===== config.mk =====
export PLATFORM = sky130hd
export DESIGN_NAME = anton_neopixel_frame_sched
export DESIGN_NICKNAME = d
export VERILOG_FILES = /design/src/rtl/anton_neopixel_frame_sched.sv
export SDC_FILE = /design/constraint.sdc
export NUM_CORES = 1
export LEC_CHECK = 0
export CAP_MARGIN = 20
export CORE_ASPECT_RATIO = 1.5
export CORE_UTILIZATION = 30
export CTS_CLUSTER_SIZE = 24
export DETAILED_ROUTE_END_ITERATION = 6
export PLACE_DENSITY = 0.58
export SLEW_MARGIN = 20
export SYNTH_ARGS = -nofsm -noshare
export SYNTH_HDL_FRONTEND = slang
export SYNTH_SLANG_ARGS = --single-unit

===== constraint.sdc =====
create_clock -name clk10mhz -period 1.8 [get_ports clk10mhz]
set_clock_uncertainty 0.15 [all_clocks]
set_input_delay 0.36 -clock clk10mhz [delete_from_list [all_inputs] [get_ports clk10mhz]]
set_output_delay 0.36 -clock clk10mhz [all_outputs]
set_load 0.02 [all_outputs]

===== src/rtl/anton_neopixel_frame_sched.sv =====
// Frame scheduler for the NeoPixel strip: arbitrates a single-port pixel RAM between
// the bus and the byte streamer, and sequences fetch/present/latch for each frame.
`timescale 1ns/1ps
module anton_neopixel_frame_sched #(
  parameter int PIXELS_MAX  = 66,
  parameter int RESET_DELAY = 600,
  localparam int PIXELS_BITS = $clog2(PIXELS_MAX)
) (
  input  logic                   clk10mhz,
  input  logic                   reset,
  input  logic [PIXELS_BITS-1:0] busAddr,
  input  logic [7:0]             busDataIn,
  input  logic                   busWrite,
  input  logic                   busRead,
  output logic                   busReady,
  output logic [7:0]             busDataOut,
  output logic                   busDataValid,
  input  logic                   ctrlStart,
  input  logic                   ctrlAuto,
  output logic                   ctrlBusy,
  output logic                   ctrlDone,
  output logic [PIXELS_BITS-1:0] ramAddr,
  output logic                   ramWe,
  output logic [7:0]             ramWdata,
  input  logic [7:0]             ramRdata,
  output logic [7:0]             pixData,
  output logic                   pixValid,
  input  logic                   pixReady,
  output logic                   neoLatch
);

  localparam int CNT_BITS = $clog2(RESET_DELAY + 1);

  localparam logic [2:0] S_IDLE    = 3'd0;
  localparam logic [2:0] S_FETCH   = 3'd1;
  localparam logic [2:0] S_RDWAIT  = 3'd2;
  localparam logic [2:0] S_PRESENT = 3'd3;
  localparam logic [2:0] S_LATCH   = 3'd4;

  // One extra bit so the range check still works when PIXELS_MAX is a power of two.
  localparam logic [PIXELS_BITS:0]   PIX_LIMIT = (PIXELS_BITS + 1)'(PIXELS_MAX);
  localparam logic [PIXELS_BITS-1:0] PIX_LAST  = PIXELS_BITS'(PIXELS_MAX - 1);
  localparam logic [CNT_BITS-1:0]    CNT_LAST  = CNT_BITS'(RESET_DELAY - 1);

  logic [2:0]             state_reg, state_next;
  logic [PIXELS_BITS-1:0] index_reg, index_next;
  logic [CNT_BITS-1:0]    counter_reg, counter_next;
  logic                   start_pending_reg, start_pending_next;
  logic                   dirty_reg, dirty_next;
  logic [7:0]             pix_data_reg, pix_data_next;
  logic                   done_reg, done_next;
  logic                   rd_pending_reg;
  logic                   rd_oob_reg;
  logic [7:0]             bus_data_reg;
  logic                   bus_valid_reg;

  logic bus_grant;
  logic bus_req;
  logic bus_in_range;
  logic wr_accept;
  logic rd_accept;

  // The streamer only needs the port in FETCH; every other state belongs to the bus.
  assign bus_grant    = (state_reg != S_FETCH);
  assign bus_req      = busWrite | busRead;
  assign bus_in_range = ({1'b0, busAddr} < PIX_LIMIT);
  assign wr_accept    = bus_grant & busWrite;
  assign rd_accept    = bus_grant & busRead & ~busWrite;

  assign busReady     = bus_grant & bus_req;
  assign ramWe        = wr_accept & bus_in_range;
  assign ramWdata     = ramWe ? busDataIn : 8'h00;
  assign busDataOut   = bus_data_reg;
  assign busDataValid = bus_valid_reg;
  assign ctrlBusy     = (state_reg != S_IDLE);
  assign ctrlDone     = done_reg;
  assign pixData      = pix_data_reg;
  assign pixValid     = (state_reg == S_PRESENT);
  assign neoLatch     = (state_reg == S_LATCH);

  always_comb begin
    ramAddr = '0;
    if (state_reg == S_FETCH) begin
      ramAddr = index_reg;
    end else if (bus_req) begin
      ramAddr = busAddr;
    end
  end

  always_comb begin
    state_next         = state_reg;
    index_next         = index_reg;
    counter_next       = counter_reg;
    start_pending_next = start_pending_reg;
    dirty_next         = dirty_reg;
    pix_data_next      = pix_data_reg;
    done_next          = 1'b0;

    if (ctrlStart) begin
      start_pending_next = 1'b1;
    end
    if (ramWe) begin
      dirty_next = 1'b1;
    end

    case (state_reg)
      S_IDLE: begin
        if (start_pending_reg | ctrlStart | (ctrlAuto & dirty_reg)) begin
          state_next         = S_FETCH;
          start_pending_next = 1'b0;
          dirty_next         = 1'b0;
          index_next         = '0;
        end
      end
      S_FETCH: begin
        state_next = S_RDWAIT;
      end
      S_RDWAIT: begin
        pix_data_next = ramRdata;
        state_next    = S_PRESENT;
      end
      S_PRESENT: begin
        if (pixReady) begin
          if (index_reg == PIX_LAST) begin
            index_next   = '0;
            counter_next = '0;
            state_next   = S_LATCH;
          end else begin
            index_next = index_reg + PIXELS_BITS'(1);
            state_next = S_FETCH;
          end
        end
      end
      S_LATCH: begin
        if (counter_reg == CNT_LAST) begin
          counter_next = '0;
          done_next    = 1'b1;
          state_next   = S_IDLE;
        end else begin
          counter_next = counter_reg + CNT_BITS'(1);
        end
      end
      default: begin
        state_next = S_IDLE;
      end
    endcase
  end

  always_ff @(posedge clk10mhz or posedge reset) begin
    if (reset) begin
      state_reg         <= S_IDLE;
      index_reg         <= '0;
      counter_reg       <= '0;
      start_pending_reg <= 1'b0;
      dirty_reg         <= 1'b0;
      pix_data_reg      <= 8'h00;
      done_reg          <= 1'b0;
    end else begin
      state_reg         <= state_next;
      index_reg         <= index_next;
      counter_reg       <= counter_next;
      start_pending_reg <= start_pending_next;
      dirty_reg         <= dirty_next;
      pix_data_reg      <= pix_data_next;
      done_reg          <= done_next;
    end
  end

  // RAM data for an accepted read arrives one cycle later; capture it then.
  always_ff @(posedge clk10mhz or posedge reset) begin
    if (reset) begin
      rd_pending_reg <= 1'b0;
      rd_oob_reg     <= 1'b0;
      bus_data_reg   <= 8'h00;
      bus_valid_reg  <= 1'b0;
    end else begin
      rd_pending_reg <= rd_accept;
      rd_oob_reg     <= ~bus_in_range;
      bus_valid_reg  <= rd_pending_reg;
      if (rd_pending_reg) begin
        bus_data_reg <= rd_oob_reg ? 8'h00 : ramRdata;
      end
    end
  end

endmodule

==> impl_metrics.yaml, run 1 <==
setup_path:
  worstRegToRegCells: 9
  crit_arrival_ns: 1.83
  required_ns: 1.29
  timing.rr.end: "counter_reg[6]"
  r2r_slack_ns: -0.14
  worstPathMaxFanout: 6
  crit_type: "in2out"
  r2r_start: "state_reg[1]"
  crit_path_end_kind: "output port"
  cp-start-kind: "input pin"
timing:
  final_hold_viol_count: 0
  period_share_pct: 130
  rsz0062_at_grt: "true"
  tightest_slew_ns: 0.541
  drv_slew: 0
  fin_crit_ns: 2.34
  clock.fmax_ghz: 0.428
  slew_headroom_pct: 63.7
  finalSetupViolations: 34
  layout_setup_ws_ns: -0.539
  timing.hold.ws_ns: 0.270
clock_tree:
  htreeDepth: 2
  clk_pin_slew_ns: 0.10
  cts_hold_buf: 0
  cts_buffer_depth: 2
  insertion_delay_ns: 0.30
  cts_root_buf: "clkbuf_8"
  numClockSinks: 42
  numCtsBuffers: 5
  cts_tree: "done"
pwr:
  sequentialPowerShare_pct: 28.3
  p_leak_uw: 0.00182
  switchingPower_uw: 2030
  p_int_uw: 3230
  pwr_density_cell_nw_per_um2: 1360
  p_comb_share_pct: 59.5
  swShare_pct: 38.6
  power_uw: 5270
  power.clock.fraction_pct: 12.3
  ir_drop_uv: 744
yosys:
  synth_seq_cells: 42
  ys_dominant_reg_cell: "dfrtp_1"
  synth_fp_nets: 251
  yosys_warnings: 0
  synth_area_um2: 2200
  synth.area.top_cells: "dfrtp_1 (48%), mux2_2 (4.1%), nand3_1 (3.2%)"
  ys_seq_area_share_pct: 47.8
  yosysUniqueCellTypes: 49
  synthDominantCellAreaShare_pct: 47.8
  avgSynthCellArea_um2: 10.1
  synth_edf_count: 0
  synthArstFlopShare_pct: 100
  yosysMostFrequentCell: "dfrtp_1"
  yosysTopAreaCell: "dfrtp_1"
  synth_common_cells: "dfrtp_1 (42), nand2_1 (16), inv_1 (14), nand3_1 (14)"
  syn_inst: 218
route:
  routed_via_density: 4.90
  totalWireLength_um: 6200
  first_pass_iters: 4
  route.vias.total: 2160
  antenna_left: 0
  drt-initial-drc-count: 86
  remaining_drc_errors: 0
  wl_per_cell_um: 14.1
placement:
  placed_cell_area_um2: 3270
  place_hpwl_um: 4270
  placedCellCount: 411
  routabilityCongestion: 0.883
  io_buffers: 67
floorplan:
  core_area_um2: 6990
  start_util_pct: 31.5
  die_w_um: 71.9
  die-area_um2: 7690
  die_height_um: 107
  io_pins: 68
  fp-row-count: 37
run:
  cap_violations: 0
global_routing:
  track_usage_pct: 16.3
  grt.overflow.total: 0
  antenna_found_initial: 0
  grt_pass1_vias: 2186
  grt_max_degree: 43
  grt_pass1_wl_um: 9870
layout:
  fin_cells: 441
  n_antenna_cell: 0
  postLayoutCellArea_um2: 3860
  final_nets: 376
  largest_register_ffs: 10
  drive_gt1_share_pct: 40.4
  area_growth_pct: 75.5
status:
  status: "finished, violations left"
  violations: "setup timing"
min_path:
  hold_class: "in2async"
==> per-stage QoR <==
| stage | setup slack (ns) | setup TNS [ns] | utilization (%) |
|---|---|---|---|
| 6_report | -0.539 | -8.70 | 55.2 |
| 5_1_grt | -0.577 | -11.13 | 55.2 |
| 4_1_cts | -0.550 | -7.83 | 51.2 |
| 3_5_place_dp | -1.35 | -20.42 | 46.8 |
| 3_3_place_gp | -1.32 | -20.17 | 46.8 |
| 2_1_floorplan | -0.469 | -5.74 | - |
==> final cells by class <==
type / instances / area, um2
clock buffers: 5 / 68.8
inverters: 15 / 62.6
clock inverters: 3 / 25.0
well taps: 97 / 121
fillers: 644 / 3130
repair buffers: 127 / 1300
flip-flops and latches: 42 / 1050
multi-input cells: 152 / 1230
==> placed cells by master (no fill, tap or decap), types with 4 or more instances in the layout <==
cell type	n
nand4_1	4
nand2_1	16
o21ai_0	8
clkbuf_8	5
mux2i_1	6
buf_6	44
clkdlybuf4s50_1	30
a32o_1	4
inv_1	11
nand3b_1	5
a211o_1	4
and2_4	9
nor2_1	10
buf_4	33
dlymetal6s2s_1	10
nand3_1	12
dfrtp_1	42
mux2_2	8
a22o_1	6
a21oi_1	7
==> power groups by stage <==
stage	clock network [uW]	logic (uW)	registers (uW)
after floorplan	0	1080	1660
after global routing	704	3370	1540
final	646	3130	1490
after detailed placement	0	2410	1510
after CTS	670	2810	1490
after global placement	0	2380	1500
==> timing repair <==
action | in CTS | in global routing
cloned | 0 | 2
endpoints found under the setup margin | 38 | 46
endpoints found under the hold margin | 0 | 0
gates resized for setup | 175 | 43
pin swaps | 25 | 11
setup buffers | 8 | 15
==> worst max-delay path, stage by stage <==
cell,delay (ns)
buf_6,0.09
or4_1,0.52
o21a_1,0.24
nor3b_4,0.22
buf_6,0.15
and2_4,0.14
buf_6,0.11
==> worst max path at each step <==
stage                          start          end  slack [ns]  cells after the start
after global routing      busAddr[1]  ramWdata[3]       -0.58                      7
final                     busAddr[1]  ramWdata[3]       -0.54                      7
after CTS                 busAddr[1]  ramWdata[3]       -0.55                      7
after detailed placement  busAddr[4]  ramWdata[3]       -1.35                      7
after floorplan           busAddr[4]  ramWdata[0]       -0.47                      4
after global placement    busAddr[4]  ramWdata[3]       -1.32                      7
==> layer usage <==
metal,vias to the layer above,global-route usage (%),wire [um]
met4,0,5.88,104
met5,-,0,0
met1,1064,17.2,2380
li1,1038,-,-
met3,8,2.63,224
met2,50,31.4,3490
==> cell families (layout without fill, tap and decap cells) <==
group,count (synthesis),in the layout,share of synthesized area [%]
xor+xnor,1,1,0.398
compound gates,49,49,15.4
buf+inv,24,150,4.38
simple gates,85,85,23.6
flops,42,42,47.8
mux,14,14,6.83
fa+ha+maj,3,3,1.71
Note: power is estimated with default switching activity, not from simulation.
==> run 2, diff against run 1 <==
--- a/config.mk
+++ b/config.mk
@@ -7,10 +7,11 @@
 export LEC_CHECK = 0
 export CAP_MARGIN = 20
 export CORE_ASPECT_RATIO = 1.5
-export CORE_UTILIZATION = 30
+export CORE_UTILIZATION = 35
+export CTS_BUF_LIST = sky130_fd_sc_hd__clkbuf_16
 export CTS_CLUSTER_SIZE = 24
 export DETAILED_ROUTE_END_ITERATION = 6
-export PLACE_DENSITY = 0.58
+export PLACE_DENSITY = 0.65
 export SLEW_MARGIN = 20
 export SYNTH_ARGS = -nofsm -noshare
 export SYNTH_HDL_FRONTEND = slang
==> run 2 against run 1 <==
  * The flow still finishes with violations (setup timing)
  * Sequential share of layout area up 0.14 points
  * Count of clock-buffer cells in the layout unchanged
  * Register-to-register slack about the same
  * Non-clock buffer count decreased by 2
  * Largest cell class is now multi-input gates
  * Highest routed layer unchanged
==> impl_metrics.yaml, run 2 (same netlist as run 1, synthesis figures left out) <==
setup_path:
  cp_slowest_cell: "or4_4"
  crit_arrival_ns: 1.78
  r2r_start: "state_reg[2]"
  worstRegToRegCells: 8
  critPathMaxStageDelay_ns: 0.52
  crit_type: "in2out"
  cp_cell_sequence: "buf_6 -> or4_4 -> o21a_4 -> nor3b_4 -> and2_2 -> buf_4"
  required_ns: 1.29
  r2r_slack_ns: -0.13
  crit_path_end_kind: "output port"
  worstPathMaxFanout: 5
  timing.rr.end: "counter_reg[8]"
  cp-start-kind: "input pin"
route:
  drt-initial-drc-count: 109
  antenna_left: 0
  wl_per_cell_um: 15.3
  first_pass_iters: 4
  totalWireLength_um: 6380
  remaining_drc_errors: 0
  routed_via_density: 5.14
  route.vias.total: 2142
clock_tree:
  insertion_delay_ns: 0.28
  cts_buffer_depth: 2
  cts_tree: "done"
  numClockSinks: 42
  cts_root_buf: "clkbuf_16"
  cts_hold_buf: 0
  numCtsBuffers: 5
  clk_pin_slew_ns: 0.06
  htreeDepth: 2
timing:
  period_share_pct: 127
  tightest_slew_ns: 0.426
  layout_setup_ws_ns: -0.488
  drv_slew: 0
  fin_crit_ns: 2.29
  finalSetupViolations: 33
  setup_tns_ns: -7.31
  final_hold_viol_count: 0
  rsz0062_at_grt: "true"
  clock.fmax_ghz: 0.437
  slew_headroom_pct: 71.5
floorplan:
  core_area_um2: 6090
  fp-row-count: 35
  io_pins: 68
  die_w_um: 66.7
  start_util_pct: 36.1
  die-area_um2: 6610
  die_height_um: 99.1
min_path:
  hp-start: "busWrite"
  holdPathStages: 2
  hold_class: "in2reg"
  min_to: "rd_pending_reg"
pwr:
  switchingPower_uw: 2050
  power.clock.fraction_pct: 16.3
  ir_drop_uv: 756
  p_int_uw: 3480
  pwr_density_cell_nw_per_um2: 1440
  swShare_pct: 37.1
  p_comb_share_pct: 56.5
  p_leak_uw: 0.00171
  sequentialPowerShare_pct: 27.2
placement:
  io_buffers: 67
  place_hpwl_um: 4100
  routabilityCongestion: 0.845
layout:
  drive_gt1_share_pct: 43.1
  n_antenna_cell: 0
  largest_register_ffs: 10
  final_cell_mix: "dfrtp_1 (42), clkdlybuf4s50_1 (41), buf_6 (40)"
  final_util_pct: 63.1
  final_nets: 375
  area_growth_pct: 74.6
  layout_commonest_cell: "dfrtp_1"
global_routing:
  grt.overflow.total: 0
  grt_pass1_vias: 2242
  grt_max_degree: 43
  grt_pass1_wl_um: 10300
  antenna_found_initial: 0
  track_usage_pct: 20.2
status:
  status: "finished, violations left"
  violations: "setup timing"
run:
  cap_violations: 0
-- run 2: cell types whose count changed in the layout (fill, tap and decap cells not counted), moves of 3 or more --
cell / delta
a21oi_1: -3
and2_2: +3
and2_4: -3
buf_4: +4
buf_6: -4
clkbuf_16: +4
clkbuf_8: -5
clkdlybuf4s50_1: +11
dlymetal6s2s_1: -9
-- run 2: worst max-delay path by stage --
stage	start	endpoint	slack (ns)	cells past startpoint
after detailed placement	busAddr[3]	ramWdata[5]	-1.39	6
after global routing	busAddr[1]	ramWdata[6]	-0.52	6
after global placement	busAddr[4]	ramWdata[3]	-1.35	6
after CTS	busAddr[1]	ramWdata[1]	-0.51	6
after floorplan	busAddr[4]	ramWdata[0]	-0.47	4
final	busAddr[1]	ramWdata[6]	-0.49	6
-- run 2: power groups by stage --
stage / sequential [uW] / clock, uW / combinational (uW)
after floorplan: 1660 / 0 / 1080
after global placement: 1490 / 0 / 2380
after detailed placement: 1500 / 0 / 2390
after CTS: 1490 / 927 / 2830
after global routing: 1550 / 960 / 3330
final: 1510 / 901 / 3120
-- run 2: layout make-up --
class	count	area, um2
inverter	15	60.1
clock buffer	5	125
sequential	42	1050
clock inverter	3	23.8
fill	485	2250
multi-input combinational	153	1250
tap	74	92.6
timing repair buffer	125	1230
-- run 2: timing repair --
action / 4_1_cts / 5_1_grt
pin swaps: 27 / 19
gates resized for setup: 177 / 31
endpoints found under the setup margin: 34 / 41
endpoints found under the hold margin: 0 / 0
setup buffers: 14 / 8
gates cloned: 2 / 1
-- run 2: per-stage QoR --
step	cell area [um2]	total power, uW	setup slack (ns)	std cells	hold WS [ns]
floorplan	2220	2740	-0.469	218	0.202
global placement	3240	3870	-1.35	388	0.298
detailed placement	3240	3890	-1.39	388	0.297
CTS	3690	5250	-0.509	410	0.287
global route	3840	5830	-0.522	417	0.311
finish	3840	5530	-0.488	417	0.281
-- run 2: critical path: cells and delay by family --
kind                   cells  cell delay [ns]
buffers and inverters      2             0.22
AND/OR/NAND/NOR            3             0.96
AO/OA/AOI/OAI              1             0.23
-- run 2: routing by layer --
metal | vias to the layer above | wire length [um] | GRT usage, %
li1 | 1041 | - | -
met1 | 1051 | 2440 | 21.3
met2 | 43 | 3680 | 38.5
met3 | 7 | 175 | 3.44
met4 | 0 | 82 | 7.04
met5 | - | 0 | 0
==> run 3, diff against run 2 <==
--- a/config.mk
+++ b/config.mk
@@ -7,11 +7,11 @@
 export LEC_CHECK = 0
 export CAP_MARGIN = 20
 export CORE_ASPECT_RATIO = 1.5
-export CORE_UTILIZATION = 35
+export CORE_UTILIZATION = 42
 export CTS_BUF_LIST = sky130_fd_sc_hd__clkbuf_16
 export CTS_CLUSTER_SIZE = 24
 export DETAILED_ROUTE_END_ITERATION = 6
-export PLACE_DENSITY = 0.65
+export PLACE_DENSITY = 0.76
 export SLEW_MARGIN = 20
 export SYNTH_ARGS = -nofsm -noshare
 export SYNTH_HDL_FRONTEND = slang
==> run 3 against run 2 <==
  * The flow still finishes with violations (setup timing)
  * Combinational power is 7.1% lower
  * Global-route usage rose by 3.2 points
  * Fmax shrank 1.1%
  * Cell count fell by 5.3%
  * Utilization up 13 points
  * Largest cell class unchanged
  * Hold slack improved by 0.011 ns
==> impl_metrics.yaml, run 3 (same netlist as run 1, synthesis figures left out) <==
timing:
  final_hold_viol_count: 0
  drv_slew: 0
  slew_headroom_pct: 65.7
  finalSetupViolations: 34
  clock.fmax_ghz: 0.432
  layout_setup_ws_ns: -0.514
  rsz0062_at_grt: "true"
  tightest_slew_ns: 0.513
  period_share_pct: 129
  fin_crit_ns: 2.31
route:
  wl_per_cell_um: 16.9
  first_pass_iters: 4
  remaining_drc_errors: 0
  totalWireLength_um: 6670
  drt-initial-drc-count: 99
  route.vias.total: 2182
  routed_via_density: 5.52
  antenna_left: 0
layout:
  seq_area_um2: 1050
  nFillCells: 324
  fin_cells: 395
  multi_input_area_um2: 1250
  postLayoutCellArea_um2: 3730
  n_antenna_cell: 0
  layout_commonest_cell: "dfrtp_1"
  final_cell_mix: "dfrtp_1 (42), clkdlybuf4s50_1 (40), buf_6 (35)"
  drive_gt1_share_pct: 39.2
  final_nets: 361
  final_util_pct: 75.8
  area_growth_pct: 69.7
  largest_register_ffs: 10
clock_tree:
  insertion_delay_ns: 0.28
  cts_buffer_depth: 2
  numClockSinks: 42
  cts_root_buf: "clkbuf_16"
  cts_tree: "done"
  numCtsBuffers: 5
  clk_pin_slew_ns: 0.06
  htreeDepth: 2
  cts_hold_buf: 0
floorplan:
  start_util_pct: 44.7
  die_w_um: 61.1
  core_area_um2: 4930
  fp-row-count: 31
  die-area_um2: 5540
  die_height_um: 90.6
  io_pins: 68
setup_path:
  required_ns: 1.29
  crit_path_end_kind: "output port"
  r2r_start: "state_reg[2]"
  cp-startpoint: "busAddr[3]"
  critPathMaxStageDelay_ns: 0.52
  crit_arrival_ns: 1.80
  cp_cell_sequence: "buf_6 -> or4_4 -> o21a_4 -> nor3b_4 -> and2_2 -> buf_4"
  worstPathMaxFanout: 5
  cp-start-kind: "input pin"
  cp_slowest_cell: "or4_4"
  crit_type: "in2out"
status:
  violations: "setup timing"
  status: "finished, violations left"
global_routing:
  track_usage_pct: 23.4
  grt_pass1_vias: 2070
  grt.overflow.total: 0
  grt_pass1_wl_um: 9750
  antenna_found_initial: 0
  grt_max_degree: 43
run:
  cap_violations: 0
placement:
  io_buffers: 67
  place_ws_ns: -1.37
  routabilityCongestion: 0.828
  place_hpwl_um: 4170
  placed_cell_area_um2: 3200
  placedCellCount: 376
pwr:
  p_leak_uw: 0.00167
  ir_drop_uv: 1080
  pwr_density_cell_nw_per_um2: 1470
min_path:
  hold_class: "in2async"
==> run 3: what timing repair did <==
item                       CTS  global route
setup buffers                1             9
setup endpoints to repair   34            39
gates resized for setup    136            60
gates cloned                 1             2
pin swaps                   11            23
hold endpoints to repair     0             0
==> run 3: metrics by stage <==
stage | TNS, ns | power [uW] | hold WS, ns
finish | -7.63 | 5490 | 0.292
global route | -9.42 | 5750 | 0.319
CTS | -6.74 | 5050 | 0.307
detailed placement | -20.48 | 3920 | 0.325
global placement | -19.65 | 3850 | 0.317
floorplan | -5.74 | 2740 | 0.202
==> run 3: where the power goes <==
part,internal (uW),leakage (uW),switching (uW)
sequential,1260,0.000528,286
clock,663,0.0000819,377
combinational,1510,0.00106,1390
total,3430,0.00167,2050
==> run 3: final cells by class <==
class,count,share of cell area (%)
clock buffers,5,3.35
clock inverters,3,1.31
inverters,15,1.68
multi-input cells,153,33.5
flip-flops and latches,42,28.2
well taps,66,2.21
repair buffers,111,29.8
==> run 3: final timing paths <==
kind | endpoint | slack, ns | cells after the start
max | ramWdata[7] | -0.51 | 6
min | counter_reg[2] | 0.29 | 3
max reg2reg | counter_reg[5] | -0.14 | 8
min reg2reg | busDataOut[6] | 0.33 | 1
max in group asynchronous | counter_reg[4] | 1.00 | 3
min in group clk10mhz | rd_oob_reg | 0.31 | 3
==> run 3: routing by layer <==
layer	vias up	share of wire [%]	GRT usage, %
li1	1016	-	-
met1	1091	36	26.1
met2	62	58	42.3
met3	13	3.5	4.30
met4	0	1.8	7.77
met5	-	0	0
==> run 3: critical path: cells and delay by family <==
family	cells	cell delay, ns
AND/OR/NAND/NOR	3	0.97
buffers and inverters	2	0.22
AO/OA/AOI/OAI	1	0.24
